## src/rtl/instr_ctrl_axilite_slave.sv

```systemverilog
// AXI4-Lite control/status register file for the instrumentation wrapper.
// One RW control register (gen/sink enables, LFSR seed) and five read-only status words.
module instr_ctrl_axilite_slave #(
   parameter int          ADDR_WIDTH  = 32,
   parameter logic [1:0]  RESP_SLVERR = 2'b10
) (
   input  logic                  ap_clk,
   input  logic                  ap_rst_n,
   input  logic [ADDR_WIDTH-1:0] s_axi_ctrl_awaddr,
   input  logic                  s_axi_ctrl_awvalid,
   output logic                  s_axi_ctrl_awready,
   input  logic [31:0]           s_axi_ctrl_wdata,
   input  logic [3:0]            s_axi_ctrl_wstrb,
   input  logic                  s_axi_ctrl_wvalid,
   output logic                  s_axi_ctrl_wready,
   output logic [1:0]            s_axi_ctrl_bresp,
   output logic                  s_axi_ctrl_bvalid,
   input  logic                  s_axi_ctrl_bready,
   input  logic [ADDR_WIDTH-1:0] s_axi_ctrl_araddr,
   input  logic                  s_axi_ctrl_arvalid,
   output logic                  s_axi_ctrl_arready,
   output logic [31:0]           s_axi_ctrl_rdata,
   output logic [1:0]            s_axi_ctrl_rresp,
   output logic                  s_axi_ctrl_rvalid,
   input  logic                  s_axi_ctrl_rready,
   output logic                  gen_en,
   output logic                  sink_en,
   output logic [15:0]           lfsr_seed,
   output logic                  gen_start,
   input  logic [31:0]           status_i,
   input  logic [31:0]           status_o,
   input  logic [31:0]           latency,
   input  logic [31:0]           interval,
   input  logic [31:0]           checksum
);

   localparam logic [5:0] A_CTRL = 6'h04;
   localparam logic [5:0] A_STI  = 6'h06;
   localparam logic [5:0] A_STO  = 6'h08;
   localparam logic [5:0] A_LAT  = 6'h0A;
   localparam logic [5:0] A_INT  = 6'h0E;
   localparam logic [5:0] A_CHK  = 6'h12;
   localparam logic [1:0] RESP_OKAY = 2'b00;

   logic        init_q;
   logic        aw_held_q, w_held_q;
   logic [5:0]  aw_idx_q;
   logic [31:0] w_data_q;
   logic [3:0]  w_strb_q;
   logic        bvalid_q, rvalid_q;
   logic [1:0]  bresp_q, rresp_q;
   logic [31:0] rdata_q;
   logic        gen_q, sink_q, gen_start_q;
   logic [15:0] seed_q;

   logic        aw_hs, w_hs, ar_hs, commit, wr_mapped;
   logic [5:0]  ar_idx;
   logic [31:0] ctrl_cur, ctrl_d, rd_data_d;
   logic [1:0]  rd_resp_d;
   logic        unused_ok;

   // init_q keeps every ready low while reset is asserted and for the first edge after release
   assign s_axi_ctrl_awready = init_q & ~aw_held_q & ~bvalid_q;
   assign s_axi_ctrl_wready  = init_q & ~w_held_q & ~bvalid_q;
   assign s_axi_ctrl_arready = init_q & ~rvalid_q;
   assign s_axi_ctrl_bvalid  = bvalid_q;
   assign s_axi_ctrl_bresp   = bresp_q;
   assign s_axi_ctrl_rvalid  = rvalid_q;
   assign s_axi_ctrl_rdata   = rdata_q;
   assign s_axi_ctrl_rresp   = rresp_q;
   assign gen_en    = gen_q;
   assign sink_en   = sink_q;
   assign lfsr_seed = seed_q;
   assign gen_start = gen_start_q;

   assign aw_hs  = s_axi_ctrl_awvalid & s_axi_ctrl_awready;
   assign w_hs   = s_axi_ctrl_wvalid & s_axi_ctrl_wready;
   assign ar_hs  = s_axi_ctrl_arvalid & s_axi_ctrl_arready;
   assign commit = aw_held_q & w_held_q;
   assign ar_idx = s_axi_ctrl_araddr[7:2];

   assign ctrl_cur = {seed_q, 14'b0, sink_q, gen_q};

   always_comb begin
      ctrl_d = ctrl_cur;
      for (int b = 0; b < 4; b++) begin
         if (w_strb_q[b]) ctrl_d[8*b +: 8] = w_data_q[8*b +: 8];
      end
   end

   always_comb begin
      wr_mapped = 1'b0;
      case (aw_idx_q)
         A_CTRL, A_STI, A_STO, A_LAT, A_INT, A_CHK: wr_mapped = 1'b1;
         default:                                   wr_mapped = 1'b0;
      endcase
   end

   always_comb begin
      rd_data_d = 32'h0;
      rd_resp_d = RESP_OKAY;
      case (ar_idx)
         A_CTRL:  rd_data_d = ctrl_cur;
         A_STI:   rd_data_d = status_i;
         A_STO:   rd_data_d = status_o;
         A_LAT:   rd_data_d = latency;
         A_INT:   rd_data_d = interval;
         A_CHK:   rd_data_d = checksum;
         default: rd_resp_d = RESP_SLVERR;
      endcase
   end

   assign unused_ok = ^{s_axi_ctrl_awaddr[ADDR_WIDTH-1:8], s_axi_ctrl_awaddr[1:0],
                        s_axi_ctrl_araddr[ADDR_WIDTH-1:8], s_axi_ctrl_araddr[1:0], ctrl_d[15:2]};

   always_ff @(posedge ap_clk or negedge ap_rst_n) begin
      if (!ap_rst_n) begin
         init_q      <= 1'b0;
         aw_held_q   <= 1'b0;
         w_held_q    <= 1'b0;
         aw_idx_q    <= 6'h0;
         w_data_q    <= 32'h0;
         w_strb_q    <= 4'h0;
         bvalid_q    <= 1'b0;
         bresp_q     <= 2'b00;
         rvalid_q    <= 1'b0;
         rdata_q     <= 32'h0;
         rresp_q     <= 2'b00;
         gen_q       <= 1'b0;
         sink_q      <= 1'b0;
         seed_q      <= 16'h0;
         gen_start_q <= 1'b0;
      end else begin
         init_q      <= 1'b1;
         gen_start_q <= 1'b0;
         if (aw_hs) begin
            aw_held_q <= 1'b1;
            aw_idx_q  <= s_axi_ctrl_awaddr[7:2];
         end
         if (w_hs) begin
            w_held_q <= 1'b1;
            w_data_q <= s_axi_ctrl_wdata;
            w_strb_q <= s_axi_ctrl_wstrb;
         end
         if (commit) begin
            aw_held_q <= 1'b0;
            w_held_q  <= 1'b0;
            bvalid_q  <= 1'b1;
            bresp_q   <= wr_mapped ? RESP_OKAY : RESP_SLVERR;
            if (aw_idx_q == A_CTRL) begin
               gen_q       <= ctrl_d[0];
               sink_q      <= ctrl_d[1];
               seed_q      <= ctrl_d[31:16];
               gen_start_q <= ~gen_q & ctrl_d[0];
            end
         end else if (bvalid_q && s_axi_ctrl_bready) begin
            bvalid_q <= 1'b0;
         end
         // read data comes from pre-edge CTRL, so a same-edge CTRL commit returns the old value
         if (ar_hs) begin
            rvalid_q <= 1'b1;
            rdata_q  <= rd_data_d;
            rresp_q  <= rd_resp_d;
         end else if (rvalid_q && s_axi_ctrl_rready) begin
            rvalid_q <= 1'b0;
         end
      end
   end

endmodule

```

## config.mk

```make
export PLATFORM = sky130hd
export DESIGN_NAME = instr_ctrl_axilite_slave
export DESIGN_NICKNAME = d
export VERILOG_FILES = /design/src/rtl/instr_ctrl_axilite_slave.sv
export SDC_FILE = /design/constraint.sdc
export NUM_CORES = 1
export LEC_CHECK = 0
export CAP_MARGIN = 20
export CORE_MARGIN = 4
export CORE_UTILIZATION = 32
export CTS_CLUSTER_DIAMETER = 120
export DETAILED_ROUTE_END_ITERATION = 8
export PLACE_DENSITY = 0.88
export SETUP_SLACK_MARGIN = 0.05
export SLEW_MARGIN = 20
export SYNTH_ARGS = -nofsm -noshare
export SYNTH_HDL_FRONTEND = slang
export SYNTH_SLANG_ARGS = --single-unit
export TNS_END_PERCENT = 20
```

## constraint.sdc

```tcl
create_clock -name ap_clk -period 1.5 [get_ports ap_clk]
set_input_delay 0.225 -clock ap_clk [delete_from_list [all_inputs] [get_ports ap_clk]]
set_output_delay 0.225 -clock ap_clk [all_outputs]
set_load 0.01 [all_outputs]
```

### Yosys cells after proc, flatten, opt, wreduce, memory -nomap -nowiden

Index checks and enable logic that the tools add are counted.

* eq/ne operators: 12
* bitwise operators: 15
* mux-type cells: 15
* reductions and logical operators: 12

Operators by type and width (count)
* $pmux W32 S6: 1
* $eq A6 B4 Y1 const B: 6
* $eq A6 B3 Y1 const B: 4
* $eq A6 B5 Y1 const B: 2
* $mux W1: 12
* $reduce_or A6 Y1: 2
* $and A1 B1 Y1: 10
* $reduce_and A3 Y1: 3
* $reduce_bool A2 Y1: 4
* $not A1 Y1: 5
* $mux W2: 2
* $logic_and A1 B1 Y1: 2
* $reduce_and A2 Y1: 1

* logic and storage cells: 70
* bits of input ports: 267
* output and inout port bits: 60
* register bits after elaboration: 102

### Logic depth before layout (Yosys ltp)

Gate-level depths: netlist (run 1).

* depth in word-level cells: 6
* gate-level depth with buffers: 7

### Worst setup path before layout (run 1)

OpenSTA, ideal clock, no wires.

* kind: register to register
* start point: reg bvalid_q, in the netlist s_axi_ctrl_bvalid
* end point: reg w_data_q[0]
* stages on the path, launching flop included: 7
* setup slack: -0.238 ns
* data arrival time: 1.613 ns
* buffers on the path: 2
* cell sequence: dfrtp_1 > nand2b_1 > nor2_1 > and2_1 > clkbuf_1 > buf_2 > mux2_2

* word-level cells in the longest chain between the ends: 3

Ends and longest elaborated chain
* from (decl): line 50 `logic bvalid_q, rvalid_q;`
* from (signal assigned): line 124 `bvalid_q <= 1'b0;`
* from (signal assigned): line 148 `bvalid_q <= 1'b1;`
* from (signal assigned): line 157 `bvalid_q <= 1'b0;`
* $not A1 Y1: line 64 `assign s_axi_ctrl_wready = init_q & ~w_held_q & ~bvalid_q;`
* $and A1 B1 Y1: line 64
* via s_axi_ctrl_wready: line 15 `output logic s_axi_ctrl_wready,`
* $and A1 B1 Y1: line 77 `assign w_hs = s_axi_ctrl_wvalid & s_axi_ctrl_wready;`
* to (signal assigned): line 142 `w_data_q <= s_axi_ctrl_wdata;`
* to (decl): line 48 `logic [31:0] w_data_q;`

The timed path passes the listed nets, and every way through them passes these cells.
A chain may end at the register's enable or synchronous reset.

### Worst setup path in the final report (run 1)

* start point: in s_axi_ctrl_araddr[3]
* end point: reg rdata_q[24], in the netlist s_axi_ctrl_rdata[24]

* word-level cells in the longest chain between the ends: 2
* elaborated cells between the ends (all ways): 7
* classes of those cells: eq/ne (6); mux (1)

Ends and longest elaborated chain
* from (decl): line 19 `input logic [ADDR_WIDTH-1:0] s_axi_ctrl_araddr,`
* $eq A6 B5 Y1 (tied with other cells): line 102 `case (ar_idx)`
* $pmux W32 S6 (*): line 102
* to (signal assigned): line 162 `rdata_q <= rd_data_d;`
* to (decl): line 52 `logic [31:0] rdata_q;`

Every way passes the cells marked *; elsewhere a longest branch is shown, timed or not.

==> results of run 1 <==
per-stage QoR:
step | util, % | hold WS [ns]
2_1_floorplan | - | -0.0706
3_3_place_gp | 55.8 | 0.294
3_5_place_dp | 55.8 | 0.294
4_1_cts | 59.2 | 0.333
5_1_grt | 61.4 | 0.372
6_report | 61.4 | 0.345
metal layers:
layer / share of wire [%] / GRT usage, %
met1: 38 / 25.8
met2: 51 / 38.5
met5: 0 / 0
met4: 3.3 / 7.26
met3: 7.9 / 5.85
logic make-up (layout without fill, tap and decap cells):
| kind of cell | count (synthesis) | in the layout | synth area share (%) |
|---|---|---|---|
| compound gates | 91 | 91 | 15.1 |
| xor+xnor | 1 | 1 | 0.195 |
| buf+inv | 37 | 346 | 4.40 |
| flops | 85 | 85 | 47.3 |
| mux | 77 | 77 | 18.9 |
| other cells | 2 | 3 | 0.167 |
| simple gates | 112 | 112 | 14.0 |
where the power goes:
group	switching [uW]	leakage, uW	internal, uW	total, uW
clock network	951	0.000150	1340	2290
logic	1080	0.00265	1860	2940
registers	487	0.00107	2920	3410
worst paths after layout:
check	slack [ns]	startpoint	endpoint	depth (start not counted)
worst max-delay path	-0.03	s_axi_ctrl_araddr[3]	s_axi_ctrl_rdata[24]	8
worst min-delay path	0.34	s_axi_ctrl_araddr[2]	s_axi_ctrl_rresp[1]	3
worst max register to register	0.03	w_held_q	w_data_q[27]	5
worst min register to register	0.48	s_axi_ctrl_rdata[7]	s_axi_ctrl_rdata[7]	2
max in group asynchronous	0.65	ap_rst_n	sink_en	3
min in group asynchronous	0.45	ap_rst_n	s_axi_ctrl_rdata[6]	3
cell type report:
cell class	count	area (um^2)	area share [%]
sequential	85	2130	25.1
clock inverter	5	57.6	0.678
tap	180	225	2.65
clock buffer	11	243	2.86
multi-input combinational	284	2530	29.8
inverter	3	11.3	0.133
timing repair buffer	327	3300	38.8
worst max-delay path: cells and delay by family:
kind | cells | cell delay (ns)
AO/OA/AOI/OAI | 2 | 0.68
buffers and inverters | 4 | 0.68
AND/OR/NAND/NOR | 2 | 0.12
flip-flops by register name, summed over array words and instances, names as in the netlist, 3 cells and up:
signal,count
w_data_q,18
aw_idx_q,6
w_strb_q,3
lfsr_seed,16
s_axi_ctrl_rdata,32
layout by cell type (no fill, tap or decap), types with 5 or more instances in the layout:
cell and count:
a222oi_1 18, nor2_4 5, clkbuf_16 12, mux2_4 19, and3_1 28, a21oi_1 17
mux2_2 44, a2111oi_2 6, mux2i_1 14, clkdlybuf4s50_1 192, o21ai_0 16, dlygate4sd2_1 55
nor3_1 14, buf_6 15, a2111oi_1 7, a221oi_2 9, buf_12 13, nor2_1 12
nand2_1 15, a221oi_1 9, buf_4 42, dfrtp_1 84, nor2_2 9
what timing repair did:
action,CTS,global route
resized for setup,111,62
endpoints found under the hold margin,85,0
setup endpoints to repair,134,74
buffers inserted,10,7
hold buffers,1,0
pin swaps,9,18
cloned,2,3
==> impl_metrics.py, run 1 <==
metrics = {
    "sta": {
        "max_freq_ghz": 0.652,
        "rsz0062_at_grt": "yes",
        "skew_ns": 0.00854,
        "slew_violations": 0,
        "slew_headroom_pct": 59.3,
        "worst_slack_ns": -0.0330,
        "finalCriticalPeriod_ns": 1.53,
        "fin_crit_sh_pct": 102,
        "hold_violations": 0,
        "worstMarginPinSlew_ns": 0.610,
        "finalSetupTns_ns": -0.0330,
        "setup_violations": 1,
    },
    "clock_network": {
        "clk_path_buf_depth": 2,
        "tritoncts": "done",
        "cts_root_buf": "clkbuf_16",
        "cts.htree.levels": 3,
        "cts_buffers": 9,
        "clock_latency_ns": 0.34,
        "cts.sinks": 85,
        "cts.clk_slew.worst_paths_ns": 0.07,
    },
    "power_and_ir_drop": {
        "cellLeakagePower_uw": 0.00387,
        "ir_worst_vdd_mv": 0.966,
        "power.total_uw": 8640,
        "p_per_area_nw_per_um2": 1020,
    },
    "placed_design": {
        "port_buffers": 257,
        "dp_hpwl_um": 13800,
        "place_congestion": 0.849,
        "post_dp_cell_area_um2": 7720,
        "dp.cells": 858,
        "pre_cts_ws_ns": -0.678,
    },
    "routing": {
        "routed_wl_um": 19000,
        "avgViaCountPerCell": 5.32,
        "drt_iter0_drc": 324,
        "vias": 4758,
        "dr.pass1.iters": 6,
        "ant_nets": 0,
        "wl_per_cell_um": 21.2,
        "drc": 0,
    },
    "synthesis": {
        "synth.most_common_cell": "dfrtp_1",
        "ys.warnings.count": 0,
        "synth_area_leaders": "dfrtp_1 47%, mux2_2 16%, a222oi_1 4.0%",
        "synth_edf_count": 0,
        "avgSynthCellArea_um2": 11.1,
        "syn_area_um2": 4500,
        "ys_seq_area_share_pct": 47.3,
        "synth_flop_cell": "dfrtp_1",
        "yosysTopAreaCell": "dfrtp_1",
        "synth.distinct_cells": 38,
        "syn-instance-count": 405,
        "ys_async_sr_fraction_pct": 100,
        "netlist.area_leader.share_pct": 47.3,
        "synth-seq-cells": 85,
        "synth_commonest_cells": "85 x dfrtp_1, 63 x mux2_2, 28 x and3_1",
    },
    "floorplanning": {
        "core_um2": 13800,
        "fp.dieW_um": 127,
        "initial_core_util_pct": 32.5,
        "die_y_um": 127,
        "ios": 327,
        "die-area_um2": 16000,
        "rows": 43,
    },
    "critical_path": {
        "cp_slowest_cell": "a222oi_1",
        "critPathCaptureType": "flop",
        "worstSetupPathType": "in -> reg",
        "required_ns": 1.68,
        "critPathMaxStageDelay_ns": 0.49,
        "arrival_ns": 1.71,
        "cp_cell_sequence": "clkdlybuf4s15_1, buf_4, nand2b_4, buf_6, nor2_4, buf_12, a222oi_1, a21oi_1",
        "critPathLaunchType": "primary input",
        "crit_path_max_fanout": 18,
    },
    "global_routing": {
        "grt_pass1_wl_um": 27300,
        "grt-ovfl-total": 0,
        "grt_max_degree": 86,
        "gr-usage-all-layers_pct": 21.9,
        "grt_pass1_vias": 4907,
        "antenna_found_initial": 0,
    },
    "hold_path": {
        "hp-class": "in -> reg",
    },
    "cells_and_area": {
        "area_growth_pct": 88.8,
        "fin_nets": 977,
        "fin_cells": 895,
        "drive_gt1_share_pct": 29.4,
        "stdcell_area_um2": 8490,
        "antenna_cells": 0,
        "num-fill-cells": 1083,
    },
    "status": {
        "violations": "negative setup slack",
        "status": "finished with violations",
    },
    "run": {
        "drv_cap": 0,
    },
}
Power figures use the tool's default switching activity.
==> run 2, diff against run 1 <==
Settings changed: GPL_TIMING_DRIVEN from default to 0.
==> impl_metrics.py, run 2 (synthesis gave the netlist of run 1 again) <==
metrics = {
    "floorplanning": {
        "die_y_um": 127,
        "initial_core_util_pct": 32.5,
        "die-area_um2": 16000,
        "rows": 43,
        "ios": 327,
        "core_um2": 13800,
        "fp.dieW_um": 127,
    },
    "global_routing": {
        "grt_pass1_vias": 4728,
        "busiest_layer": "met2",
        "antenna_found_initial": 0,
        "grtUsageMet1_pct": 26.0,
        "gr-usage-all-layers_pct": 21.2,
        "grt_pass1_wl_um": 26500,
        "grt_max_degree": 59,
        "grt_util_met3_pct": 5.77,
        "grt-ovfl-total": 0,
        "grt_util_met2_pct": 36.2,
    },
    "cells_and_area": {
        "num-fill-cells": 1164,
        "final_common_cell": "clkdlybuf4s50_1",
        "drive_gt1_share_pct": 23.4,
        "area_growth_pct": 77.6,
        "layout_common_cells": "192 x clkdlybuf4s50_1, 81 x dfrtp_1, 54 x dlygate4sd2_1",
        "regArea_um2": 2130,
        "largest_reg_flops": 32,
        "fin_nets": 950,
        "antenna_cells": 0,
        "stdcell_area_um2": 7990,
        "fin_cells": 868,
        "multi_input_area_um2": 2440,
    },
    "clock_network": {
        "cts.htree.levels": 3,
        "tritoncts": "done",
        "cts_root_buf": "clkbuf_16",
        "cts.clk_slew.worst_paths_ns": 0.07,
        "clk_path_buf_depth": 2,
        "cts_buffers": 9,
        "cts.sinks": 85,
        "clock_latency_ns": 0.34,
    },
    "placed_design": {
        "place_congestion": 0.866,
        "port_buffers": 256,
        "dp_hpwl_um": 14000,
        "dp.cells": 843,
        "post_dp_cell_area_um2": 7440,
        "pre_cts_ws_ns": -0.877,
    },
    "power_and_ir_drop": {
        "power.total_uw": 8290,
        "p_sw_uw": 2500,
        "clkPwrFrac_pct": 26.2,
        "p_sw_share_pct": 30.2,
        "p_per_area_nw_per_um2": 1040,
        "ir_worst_vdd_mv": 0.908,
        "cellLeakagePower_uw": 0.00362,
        "internal-power_uw": 5790,
        "share_comb_of_total_power_pct": 32.4,
        "p_seq_share_pct": 41.4,
    },
    "sta": {
        "rsz0062_at_grt": "yes",
        "hold_violations": 0,
        "max_freq_ghz": 0.674,
        "worstMarginPinSlew_ns": 0.588,
        "slew_violations": 0,
        "finalCriticalPeriod_ns": 1.48,
        "setup_violations": 0,
        "skew_ns": 0.00999,
        "fin_crit_sh_pct": 98.9,
        "finalSetupTns_ns": 0,
        "worst_slack_ns": 0.0170,
        "slew_headroom_pct": 60.8,
    },
    "critical_path": {
        "critPathLaunchType": "flop",
        "required_ns": 1.72,
        "cpLargestDelayFamily": "simple AND/OR/NAND/NOR gates",
        "crit_path_max_fanout": 8,
        "worstSetupPathType": "reg -> reg",
        "critPathCaptureType": "flop",
        "cp_slowest_cell": "and4bb_4",
        "arrival_ns": 1.71,
        "path_buf_inv": 0,
        "critPathMaxStageDelay_ns": 0.44,
        "cp_cell_sequence": "nand2_2, and4bb_4, nand2_8, mux2_4",
    },
    "status": {
        "status": "completed",
    },
    "hold_path": {
        "hp-class": "in -> reg",
    },
    "routing": {
        "routed_wl_um": 18100,
        "avgViaCountPerCell": 5.29,
        "vias": 4595,
        "dr.pass1.iters": 7,
        "drc": 0,
        "drt_iter0_drc": 370,
        "wl_per_cell_um": 20.8,
        "ant_nets": 0,
    },
    "run": {
        "drv_cap": 0,
    },
}
==> run 2: per-stage QoR <==
stage | hold WS, ns | utilization [%]
floorplan | -0.0706 | -
global placement | 0.460 | 53.6
detailed placement | 0.196 | 53.8
CTS | 0.262 | 56.4
global route | 0.298 | 57.8
finish | 0.282 | 57.8
==> run 2: power by group through the flow <==
stage	Combinational (uW)	Sequential, uW	Clock, uW
2_1_floorplan	1240	3390	0
3_3_place_gp	2580	3390	0
3_5_place_dp	2660	3420	0
4_1_cts	2560	3370	2240
5_1_grt	2880	3520	2310
6_report	2690	3430	2170
==> run 2: per-layer routing <==
metal | wire length, um | vias to the layer above | share of wire, %
met3 | 1700 | 28 | 9.4
li1 | - | 2107 | -
met2 | 8850 | 226 | 49
met5 | 0 | - | 0
met4 | 374 | 0 | 2.1
met1 | 7140 | 2234 | 40
==> run 2: final cells by class <==
type	instances	share of cell area [%]
Timing Repair Buffer	268	32.8
Multi-Input combinational cell	284	30.5
Sequential cell	85	26.7
Buffer	32	3.48
Clock buffer	10	2.87
Tap cell	180	2.82
Clock inverter	6	0.674
Inverter	3	0.141
==> run 2: worst reg2reg max path: cells and delay by family (launching register included) <==
kind / cells / cell delay (ns)
and+or+nand+nor: 3 / 0.64
DFF: 1 / 0.43
muxes: 1 / 0.30
==> run 2: worst paths after layout <==
path,startpoint,endpoint,slack [ns],depth (start not counted)
setup / recovery,aw_held_q,lfsr_seed[8],0.02,4
hold / removal,s_axi_ctrl_araddr[7],s_axi_ctrl_rresp[1],0.28,3
setup reg to reg,aw_held_q,lfsr_seed[8],0.02,4
hold reg to reg,s_axi_ctrl_rdata[10],s_axi_ctrl_rdata[10],0.48,2
max in group asynchronous,ap_rst_n,w_held_q,0.46,3
min in group asynchronous,ap_rst_n,s_axi_ctrl_rdata[1],0.37,2
==> run 2: repair_timing <==
item	CTS	global route
endpoints found under the setup margin	135	81
hold buffers	1	0
pin swaps	6	18
gates resized for setup	120	51
buffers inserted	6	3
endpoints found under the hold margin	27	0
gates cloned	0	2
